===== src/rtl/xgmii_pkg.sv =====
// rtl/xgmii_pkg.sv - shared XGMII constants, word type and arbiter state encoding
package xgmii_pkg;

  // XGMII control characters (lane value when the matching txc bit is set)
  localparam logic [7:0] XG_IDLE  = 8'h07;
  localparam logic [7:0] XG_START = 8'hfb;
  localparam logic [7:0] XG_TERM  = 8'hfd;
  localparam logic [7:0] XG_ERR   = 8'hfe;

  // All-idle word driven between frames and out of reset
  localparam logic [63:0] IDLE_TXD = {8{XG_IDLE}};
  localparam logic [7:0]  IDLE_TXC = 8'hff;

  // Watchdog cut-off word: error in lane 0, terminate in lane 1, idles above
  localparam logic [63:0] ABORT_TXD = {{6{XG_IDLE}}, XG_TERM, XG_ERR};
  localparam logic [7:0]  ABORT_TXC = 8'hff;

  // Arbiter states
  localparam logic [1:0] ST_IDLE  = 2'd0;
  localparam logic [1:0] ST_GRANT = 2'd1;
  localparam logic [1:0] ST_GAP   = 2'd2;

  // One XGMII transfer: control flags plus 64-bit data
  typedef struct packed {
    logic [7:0]  txc;
    logic [63:0] txd;
  } xgmii_word_t;

  function automatic xgmii_word_t idle_word();
    xgmii_word_t w;
    w.txc = IDLE_TXC;
    w.txd = IDLE_TXD;
    return w;
  endfunction

  function automatic xgmii_word_t abort_word();
    xgmii_word_t w;
    w.txc = ABORT_TXC;
    w.txd = ABORT_TXD;
    return w;
  endfunction

endpackage


===== src/rtl/xgmii_tx_arb_rr_pick.sv =====
// rtl/xgmii_tx_arb_rr_pick.sv - combinational round-robin pick of the first requester at or after ptr
module rr_pick
  import xgmii_pkg::*;
#(
  parameter int NREQ = 2,
  parameter int PW   = $clog2(NREQ)
) (
  input  logic [NREQ-1:0] req,
  input  logic [PW-1:0]   ptr,
  output logic [NREQ-1:0] pick,
  output logic [PW-1:0]   idx,
  output logic            any
);

  logic [PW:0]   sum;
  logic [PW-1:0] cand;

  // Walk ptr, ptr+1, ... wrapping at NREQ; the first set request wins
  always_comb begin
    pick = '0;
    idx  = '0;
    any  = 1'b0;
    sum  = '0;
    cand = '0;
    for (int k = 0; k < NREQ; k++) begin
      sum = {1'b0, ptr} + (PW+1)'(k);
      if (sum >= (PW+1)'(NREQ)) begin
        sum = sum - (PW+1)'(NREQ);
      end
      cand = sum[PW-1:0];
      if (!any && req[cand]) begin
        any        = 1'b1;
        idx        = cand;
        pick[cand] = 1'b1;
      end
    end
  end

endmodule


===== src/rtl/xgmii_tx_arb.sv =====
// rtl/xgmii_tx_arb.sv - round-robin frame arbiter sharing one XGMII transmit port
module xgmii_tx_arb
  import xgmii_pkg::*;
#(
  parameter int NREQ      = 2,
  parameter int IFG_WORDS = 2,
  parameter int MAX_WORDS = 200
) (
  input  logic               xgmii_clk,
  input  logic               sys_rst,
  input  logic [NREQ-1:0]    src_req,
  input  logic [NREQ*64-1:0] src_txd,
  input  logic [NREQ*8-1:0]  src_txc,
  input  logic [NREQ-1:0]    src_last,
  output logic [NREQ-1:0]    src_gnt,
  output logic [63:0]        xgmii_txd,
  output logic [7:0]         xgmii_txc,
  output logic               busy,
  output logic               abort,
  output logic [31:0]        frame_cnt,
  output logic [15:0]        abort_cnt
);

  localparam int PW = $clog2(NREQ);

  // Watchdog fires on the MAX_WORDS-th granted cycle; gap lasts IFG_WORDS cycles
  localparam logic [9:0] WCNT_LAST = 10'(MAX_WORDS - 1);
  localparam logic [3:0] GCNT_LAST = 4'(IFG_WORDS - 1);

  logic [1:0]      state_q, state_d;
  logic [NREQ-1:0] gnt_q, gnt_d;
  logic [PW-1:0]   sel_q, sel_d;
  logic [PW-1:0]   ptr_q, ptr_d;
  logic [9:0]      wcnt_q, wcnt_d;
  logic [3:0]      gcnt_q, gcnt_d;
  xgmii_word_t     out_q, out_d;
  logic            busy_q, busy_d;
  logic            abort_q, abort_d;
  logic [31:0]     frame_cnt_q, frame_cnt_d;
  logic [15:0]     abort_cnt_q, abort_cnt_d;

  logic [NREQ-1:0] pick_oh;
  logic [PW-1:0]   pick_idx;
  logic            pick_any;

  logic [63:0]     sel_txd;
  logic [7:0]      sel_txc;
  logic            sel_last;
  logic [PW-1:0]   next_ptr;

  rr_pick #(
    .NREQ (NREQ),
    .PW   (PW)
  ) u_pick (
    .req  (src_req),
    .ptr  (ptr_q),
    .pick (pick_oh),
    .idx  (pick_idx),
    .any  (pick_any)
  );

  // Route the granted source's lanes; other sources are never looked at
  always_comb begin
    sel_txd  = src_txd[{sel_q, 6'b0} +: 64];
    sel_txc  = src_txc[{sel_q, 3'b0} +: 8];
    sel_last = src_last[sel_q];
    next_ptr = (sel_q == PW'(NREQ - 1)) ? '0 : sel_q + 1'b1;
  end

  // Frame FSM: arbitrate in IDLE, pass words in GRANT, hold idles in GAP
  always_comb begin
    state_d     = state_q;
    gnt_d       = gnt_q;
    sel_d       = sel_q;
    ptr_d       = ptr_q;
    wcnt_d      = wcnt_q;
    gcnt_d      = gcnt_q;
    out_d       = idle_word();
    abort_d     = 1'b0;
    frame_cnt_d = frame_cnt_q;
    abort_cnt_d = abort_cnt_q;

    case (state_q)
      ST_IDLE: begin
        if (pick_any) begin
          gnt_d   = pick_oh;
          sel_d   = pick_idx;
          wcnt_d  = '0;
          state_d = ST_GRANT;
        end
      end

      ST_GRANT: begin
        out_d.txc = sel_txc;
        out_d.txd = sel_txd;
        wcnt_d    = wcnt_q + 10'd1;
        // A terminate on the watchdog's last cycle still counts as a clean frame
        if (sel_last) begin
          gnt_d       = '0;
          ptr_d       = next_ptr;
          frame_cnt_d = frame_cnt_q + 32'd1;
          gcnt_d      = '0;
          state_d     = ST_GAP;
        end else if (wcnt_q == WCNT_LAST) begin
          out_d       = abort_word();
          gnt_d       = '0;
          abort_d     = 1'b1;
          abort_cnt_d = abort_cnt_q + 16'd1;
          ptr_d       = next_ptr;
          gcnt_d      = '0;
          state_d     = ST_GAP;
        end
      end

      ST_GAP: begin
        if (gcnt_q == GCNT_LAST) begin
          state_d = ST_IDLE;
        end else begin
          gcnt_d = gcnt_q + 4'd1;
        end
      end

      default: begin
        gnt_d   = '0;
        state_d = ST_IDLE;
      end
    endcase

    busy_d = (state_d != ST_IDLE);
  end

  // State and output registers; reset forces the idle word at once
  always_ff @(posedge xgmii_clk or posedge sys_rst) begin
    if (sys_rst) begin
      state_q     <= ST_IDLE;
      gnt_q       <= '0;
      sel_q       <= '0;
      ptr_q       <= '0;
      wcnt_q      <= '0;
      gcnt_q      <= '0;
      out_q       <= idle_word();
      busy_q      <= 1'b0;
      abort_q     <= 1'b0;
      frame_cnt_q <= '0;
      abort_cnt_q <= '0;
    end else begin
      state_q     <= state_d;
      gnt_q       <= gnt_d;
      sel_q       <= sel_d;
      ptr_q       <= ptr_d;
      wcnt_q      <= wcnt_d;
      gcnt_q      <= gcnt_d;
      out_q       <= out_d;
      busy_q      <= busy_d;
      abort_q     <= abort_d;
      frame_cnt_q <= frame_cnt_d;
      abort_cnt_q <= abort_cnt_d;
    end
  end

  assign src_gnt   = gnt_q;
  assign xgmii_txd = out_q.txd;
  assign xgmii_txc = out_q.txc;
  assign busy      = busy_q;
  assign abort     = abort_q;
  assign frame_cnt = frame_cnt_q;
  assign abort_cnt = abort_cnt_q;

endmodule

===== config.mk =====
export PLATFORM = sky130hd
export DESIGN_NAME = xgmii_tx_arb
export DESIGN_NICKNAME = d
export VERILOG_FILES = /design/src/rtl/xgmii_pkg.sv /design/src/rtl/xgmii_tx_arb_rr_pick.sv /design/src/rtl/xgmii_tx_arb.sv
export SDC_FILE = /design/constraint.sdc
export NUM_CORES = 1
export LEC_CHECK = 0
export ABC_AREA = 1
export CAP_MARGIN = 20
export CORE_MARGIN = 4
export CORE_UTILIZATION = 44
export DETAILED_ROUTE_END_ITERATION = 10
export PLACE_DENSITY = 0.81
export SLEW_MARGIN = 30
export SYNTH_ARGS = -nofsm -noshare
export SYNTH_HDL_FRONTEND = slang
export SYNTH_SLANG_ARGS = --single-unit

===== constraint.sdc =====
create_clock -name xgmii_clk -period 4.9 [get_ports xgmii_clk]
set_input_delay 0.735 -clock xgmii_clk [delete_from_list [all_inputs] [get_ports xgmii_clk]]
set_output_delay 0.735 -clock xgmii_clk [all_outputs]
set_load 0.01 [all_outputs]

* Word level (Yosys, flattened, before mapping)
Cells that the tools add are included.
** Storage, ports and cells
- Word-level logic and storage cells :: 97
- Output and inout port bits :: 124
- Flip-flop bits (word level) :: 142
- Input port bits :: 150
** Cells by class
- Equal/unequal tests :: 7
- Muxes and demuxes :: 42
- Shifts and indexed selects :: 2
- Magnitude comparators :: 7
- Bitwise operators :: 3
- Add/sub/neg operators :: 8
- Reductions and logical operators :: 16
** Operators by type and width (number)
- $mux W72 :: 3
- $shiftx A128 B8 Y64 :: 1
- $add A32 B1 Y32 const B :: 1
- $mux W1 :: 20
- $pmux W10 S2 :: 1
- $mux W2 :: 9
- $add A16 B1 Y16 const B :: 1
- $shiftx A16 B5 Y8 :: 1
- $mux W4 :: 3
- $pmux W2 S3 :: 2
- $add A10 B1 Y10 const B :: 1
- $eq A10 B8 Y1 const B :: 1
- $mux W10 :: 1
- $reduce_and A3 Y1 :: 3
- $pmux W4 S2 :: 1
- $reduce_and A2 Y1 :: 4
- $reduce_bool A2 Y1 :: 4
- $lt A1 B2 Y1 const B :: 3
- $add A4 B1 Y4 const B :: 1
- $eq A4 B1 Y1 const B :: 1
- $ne A2 B2 Y1 const B :: 2
- $logic_and A1 B1 Y1 :: 3
- $ne A3 B3 Y1 const B :: 1
- $add A1 B1 Y2 const B :: 1
- 12 further kinds :: 16

* Longest topological paths before layout
- Word-level depth :: 11
- Gate-level depth with buffers :: 10
- Depth with buffers taken out :: 10

* Cells and area by module
A second synthesis with hierarchy kept.
** Unflattened totals
- Cell total of the unflattened synthesis :: 898
- Area, all modules :: 7299.5 um2
** By module, submodules not included
- xgmii_tx_arb :: instances 1, area an instance 7269.5 um2, cells an instance 891, sequential area each 3593.4 um2
- rr_pick :: instances 1, area an instance 30.0 um2, cells an instance 7, sequential area each 0.0 um2

* Worst setup path after synthesis
No wires, ideal clock.
- Path kind :: input port to flip-flop
- Start :: input src_last[0]
- End :: register frame_cnt_q[21] (netlist: frame_cnt[21])
- Stages on the path :: 7
- Buffers on the path :: 1
- Path slack :: 3.207 ns
- Library setup time :: 0.127 ns
- Arrival :: 1.566 ns
- Required time :: 4.773 ns
- Cell sequence :: inv_1 > o21ai_1 > nand2_2 > nor2_1 > buf_4 > nand3_1 > xnor2_1
** On the way
- Cells in the longest elaborated chain, start to end :: 3
** Ends and longest elaborated chain
- start: declaration :: RTL line xgmii_tx_arb.sv:14 : input logic [NREQ-1:0] src_last,
- $mux W1 (implied by the code) (2 in a row) :: RTL line xgmii_tx_arb.sv:66 : sel_last = src_last[sel_q];
- $reduce_and A2 Y1 (no line)
- end signal: assignment :: RTL line xgmii_tx_arb.sv:156 : frame_cnt_q <= frame_cnt_d;
- end: declaration :: RTL line xgmii_tx_arb.sv:39 : logic [31:0] frame_cnt_q, frame_cnt_d;
Every way passes these cells. The select of a mux whose other input is x is not followed.
A chain may end at the register's enable or synchronous reset.

==> run summary <==
The flow ran to the end, and the final reports show no timing, DRC or antenna violations. For the reported max-cap violation count, the log shows 0. In this run the worst path has a maximum fanout of 51. At the end of routability-driven placement, the weighted congestion stood at 0.929.

The logs give 0 for the total congestion overflow and 142 for the clock sink count. The sum of buffers and inverters on the critical path is 1, and the largest net degree at the start of global routing is 105. The worst setup path is captured at a flip-flop. The core region is 15800 sq um. VDD sags by at most 260 uV. The tools report the total of hold buffers inserted after clock tree synthesis as 0. Along the worst hold path, the cell count comes to 2.

Averaged over all synthesized cells, the footprint is 8.25 sq um. The worst hold path terminates at src_gnt[0]$_DFFE_PP0P_. The cell leakage power is 0.00475 uW. The type of the setup path with the least slack is reg -> reg. Number of hold violations in the final report: 0. Setup violations remaining at the end of the flow were counted as 0. The post-route minimum period came out at 2.51 ns. Walking the worst path, the cells encountered are nor2_8, buf_4, nand3_2, o21ai_0. In this run the most critical hold path is launched from src_gnt[0]$_DFFE_PP0P_.

The tools report the initial antenna violation count as 1. The setup check on the worst reg-to-reg path leaves a slack of 2.39 ns. The area growth from synthesis to layout is 49.1%. The kind of start point of the critical path was a flip-flop.

The maximum count of clock buffers along a single path came out at 2. The tools report the via count of the first global-routing pass as 6566. Among all stages on the critical path, the largest delay is contributed by sky130_fd_sc_hd__buf_4. When the netlist entered floorplanning its net count stood at 1010. After clock tree synthesis, the setup repair step added 0 buffers. The floorplan step defined a die boundary enclosing 18100 sq um. The DRC violations left came out at 0. The routed via count divided by cell count came out at 5.08.

Dividing the detail-routed wire length by the instance count gives 16.2 um. The synthesized design contains 0 enable-type register cells. Hold timing on the final database bottoms out at a slack of 0.504 ns. In this run the critical register-to-register path is launched from state_q[1]$_DFF_PP0_.

The worst path meets setup with 2.39 ns of slack. In the synthesized netlist, the number of instances is 855. Summed over all layers, the routed wires come to 21800 um.

Before CTS, the worst setup slack after placement is 2.09 ns. The cell type with the largest total area after synthesis was sky130_fd_sc_hd__dfrtp_1. Share of cells above drive strength 1: 10.5%.

Grouping stages by cell kind, the critical path spends the most delay in simple AND/OR/NAND/NOR gates. The post-synthesis register bit count was 142; the delay of the slowest cell on the worst path was 0.55 ns. Number of cell rows: 46. TritonCTS created 17 clock buffers. Post-CTS repair changed the size of 0 cells. Clock latency on the worst-skew pair, taken at its later pin, is 0.42 ns.

For the final max-slew violation count, the log shows 0. TritonCTS built the clock tree. By instance count, the leading cell after synthesis is sky130_fd_sc_hd__nand2_1.

The count of synthesis-stage warnings from yosys is 0. Across all layers, the routed design uses 6834 vias. After synthesis, the cell types taking the most area are sky130_fd_sc_hd__dfrtp_1, sky130_fd_sc_hd__nand2_1, sky130_fd_sc_hd__dfstp_2, sky130_fd_sc_hd__inv_1, sky130_fd_sc_hd__nor2_1. The die is 135 um wide.

For the antenna violation net count after detailed routing, the log shows 0. Derived from the worst setup path, the maximum achievable clock frequency is 399 MHz. Data arrives at the worst endpoint at 2.78 ns. In this run, the number of DRC markers left after iteration 0 of detailed routing was 440. Setup repair after global routing left no endpoint under its margin. Ranked by instance count, the synthesized netlist is headed by sky130_fd_sc_hd__nand2_1, sky130_fd_sc_hd__dfrtp_1, sky130_fd_sc_hd__inv_1, sky130_fd_sc_hd__nor2_1, sky130_fd_sc_hd__nand4_1. The power density normalized to cell area is 448 nW/um^2, and the number of top-level design ports is 274. The worst min-delay path class was reg -> reg. The run gives 0 as the number of antenna diodes. After clock tree synthesis, the clock-pin slew on the worst setup and hold paths is 0.06 ns. In this run the tightest slew margin relative to its limit is 43.3%. At the pin with the least slew margin, the transition time is 0.847 ns.

The summed negative setup slack over all endpoints was 0 ns; the portion of the post-synthesis area used by sequential elements was 50.9%. The first detailed-routing pass took 5 iterations. Of all flip-flops after synthesis, the portion carrying an async set or reset was 100%. Clock skew on the completed layout was measured at 0.00937 ns. At the end of the flow, the number of nets in the layout was 1272.

End of the worst register-to-register path: xgmii_txd[6]$_DFF_PP0_. Across every metal layer, demand over resource in global routing totals 24.0%. The most used flip-flop cell after synthesis is sky130_fd_sc_hd__dfrtp_1. The first global-routing pass estimated 34000 um of wire. Logic depth of the worst register-to-register path: 4. Measured along the y axis, the die boundary spans 135 um. The final critical-path share of the clock period works out to 51.1%. Detailed placement finished with a half-perimeter wire length of 16300 um. The initial utilization of the core area, before any placement, comes to 44.7%. Summing every instance area after synthesis gives 7060 sq um. After synthesis, the largest area contributor takes up 39.0% of total cell area.

The number of different library cells in the post-synthesis netlist came out at 34. Port buffering added 273 buffers. For the worst setup path, the data required time is 5.17 ns. The tools report the total number of H-tree levels as 4. The clock root buffer is sky130_fd_sc_hd__clkbuf_16.
worst min-delay path: stages, from the launching register on:
cell and delay (ns):
sky130_fd_sc_hd__dfrtp_1 0.36, sky130_fd_sc_hd__nand2_1 0.06, sky130_fd_sc_hd__nand2_1 0.05
cells by family (layout without fill, tap and decap cells):
group	after synthesis	after routing	synth area share, %
XOR/XNOR	31	31	3.85
adder cells (fa/ha/maj)	5	5	0.887
AND/OR/NAND/NOR	473	473	30.0
buffers and inverters	130	405	7.38
flip-flops	142	142	50.9
AO/OA/AOI/OAI	74	74	7.00
layout make-up:
class,instances,area [sq um]
timing repair buffer,278,2770
sequential,142,3590
tap,216,270
inverter,95,364
multi-input combinational,583,2950
fill,1327,5250
clock buffer,23,488
clock inverter,9,83.8
per-layer routing:
metal  track usage, %  wire length, um
met2             41.7            11100
met5                0               13
met3             7.38             1690
met4             8.82              699
met1             27.9             8360
worst max-delay path by stage:
stage,start,endpoint,slack (ns),cells after the start
6_report,state_q[1]$_DFF_PP0_,xgmii_txd[6]$_DFF_PP0_,2.39,4
5_1_grt,state_q[1]$_DFF_PP0_,abort_cnt[10]$_DFFE_PP0P_,2.20,5
4_1_cts,state_q[1]$_DFF_PP0_,abort_cnt[3]$_DFFE_PP0P_,2.38,5
3_5_place_dp,src_last[0],frame_cnt[21]$_DFFE_PP0P_,2.09,7
3_3_place_gp,src_last[0],frame_cnt[21]$_DFFE_PP0P_,2.14,7
2_1_floorplan,sys_rst,abort$_DFF_PP0_,0.41,1
cells in the final DEF (no fill, tap or decap), drive strengths merged:
cell             n
nor4             2
inv             95
nand2          261
a21oi            4
xor2            16
dfrtp          110
bufinv           1
nor2            82
o2111ai         30
xnor2           15
ha               5
clkdlybuf4s50  273
clkinv           7
or2             31
nand3b           4
o22ai            1
buf              5
nand3           40
o211ai           1
o31ai            1
clkinvlp         1
a32o             1
o21ai           36
clkbuf          23
nand4           45
nor3             8
dfstp           32
flip-flops by register name (all words and copies together), names as in the netlist:
register and flops:
xgmii_txc 8, state_q 2, gcnt_q 4, wcnt_q 10
frame_cnt 32, src_gnt 2, busy 1, abort 1
ptr_q 1, sel_q 1, xgmii_txd 64, abort_cnt 16
report_power, final:
part / internal, uW / switching, uW
Combinational: 820 / 947
Clock: 752 / 490
Sequential: 1540 / 166
Total: 3110 / 1600
through the flow:
stage               utilization, %  total power (uW)  instances  area (sq um)
floorplan                        -              2580        855          7060
global placement              63.0              3440       1314          9940
detailed placement            63.1              3480       1314          9950
CTS                           66.7              4740       1346         10500
global route                  66.7              4940       1346         10500
finish                        66.7              4710       1346         10500
No activity file was read; power rests on OpenSTA's default activity.
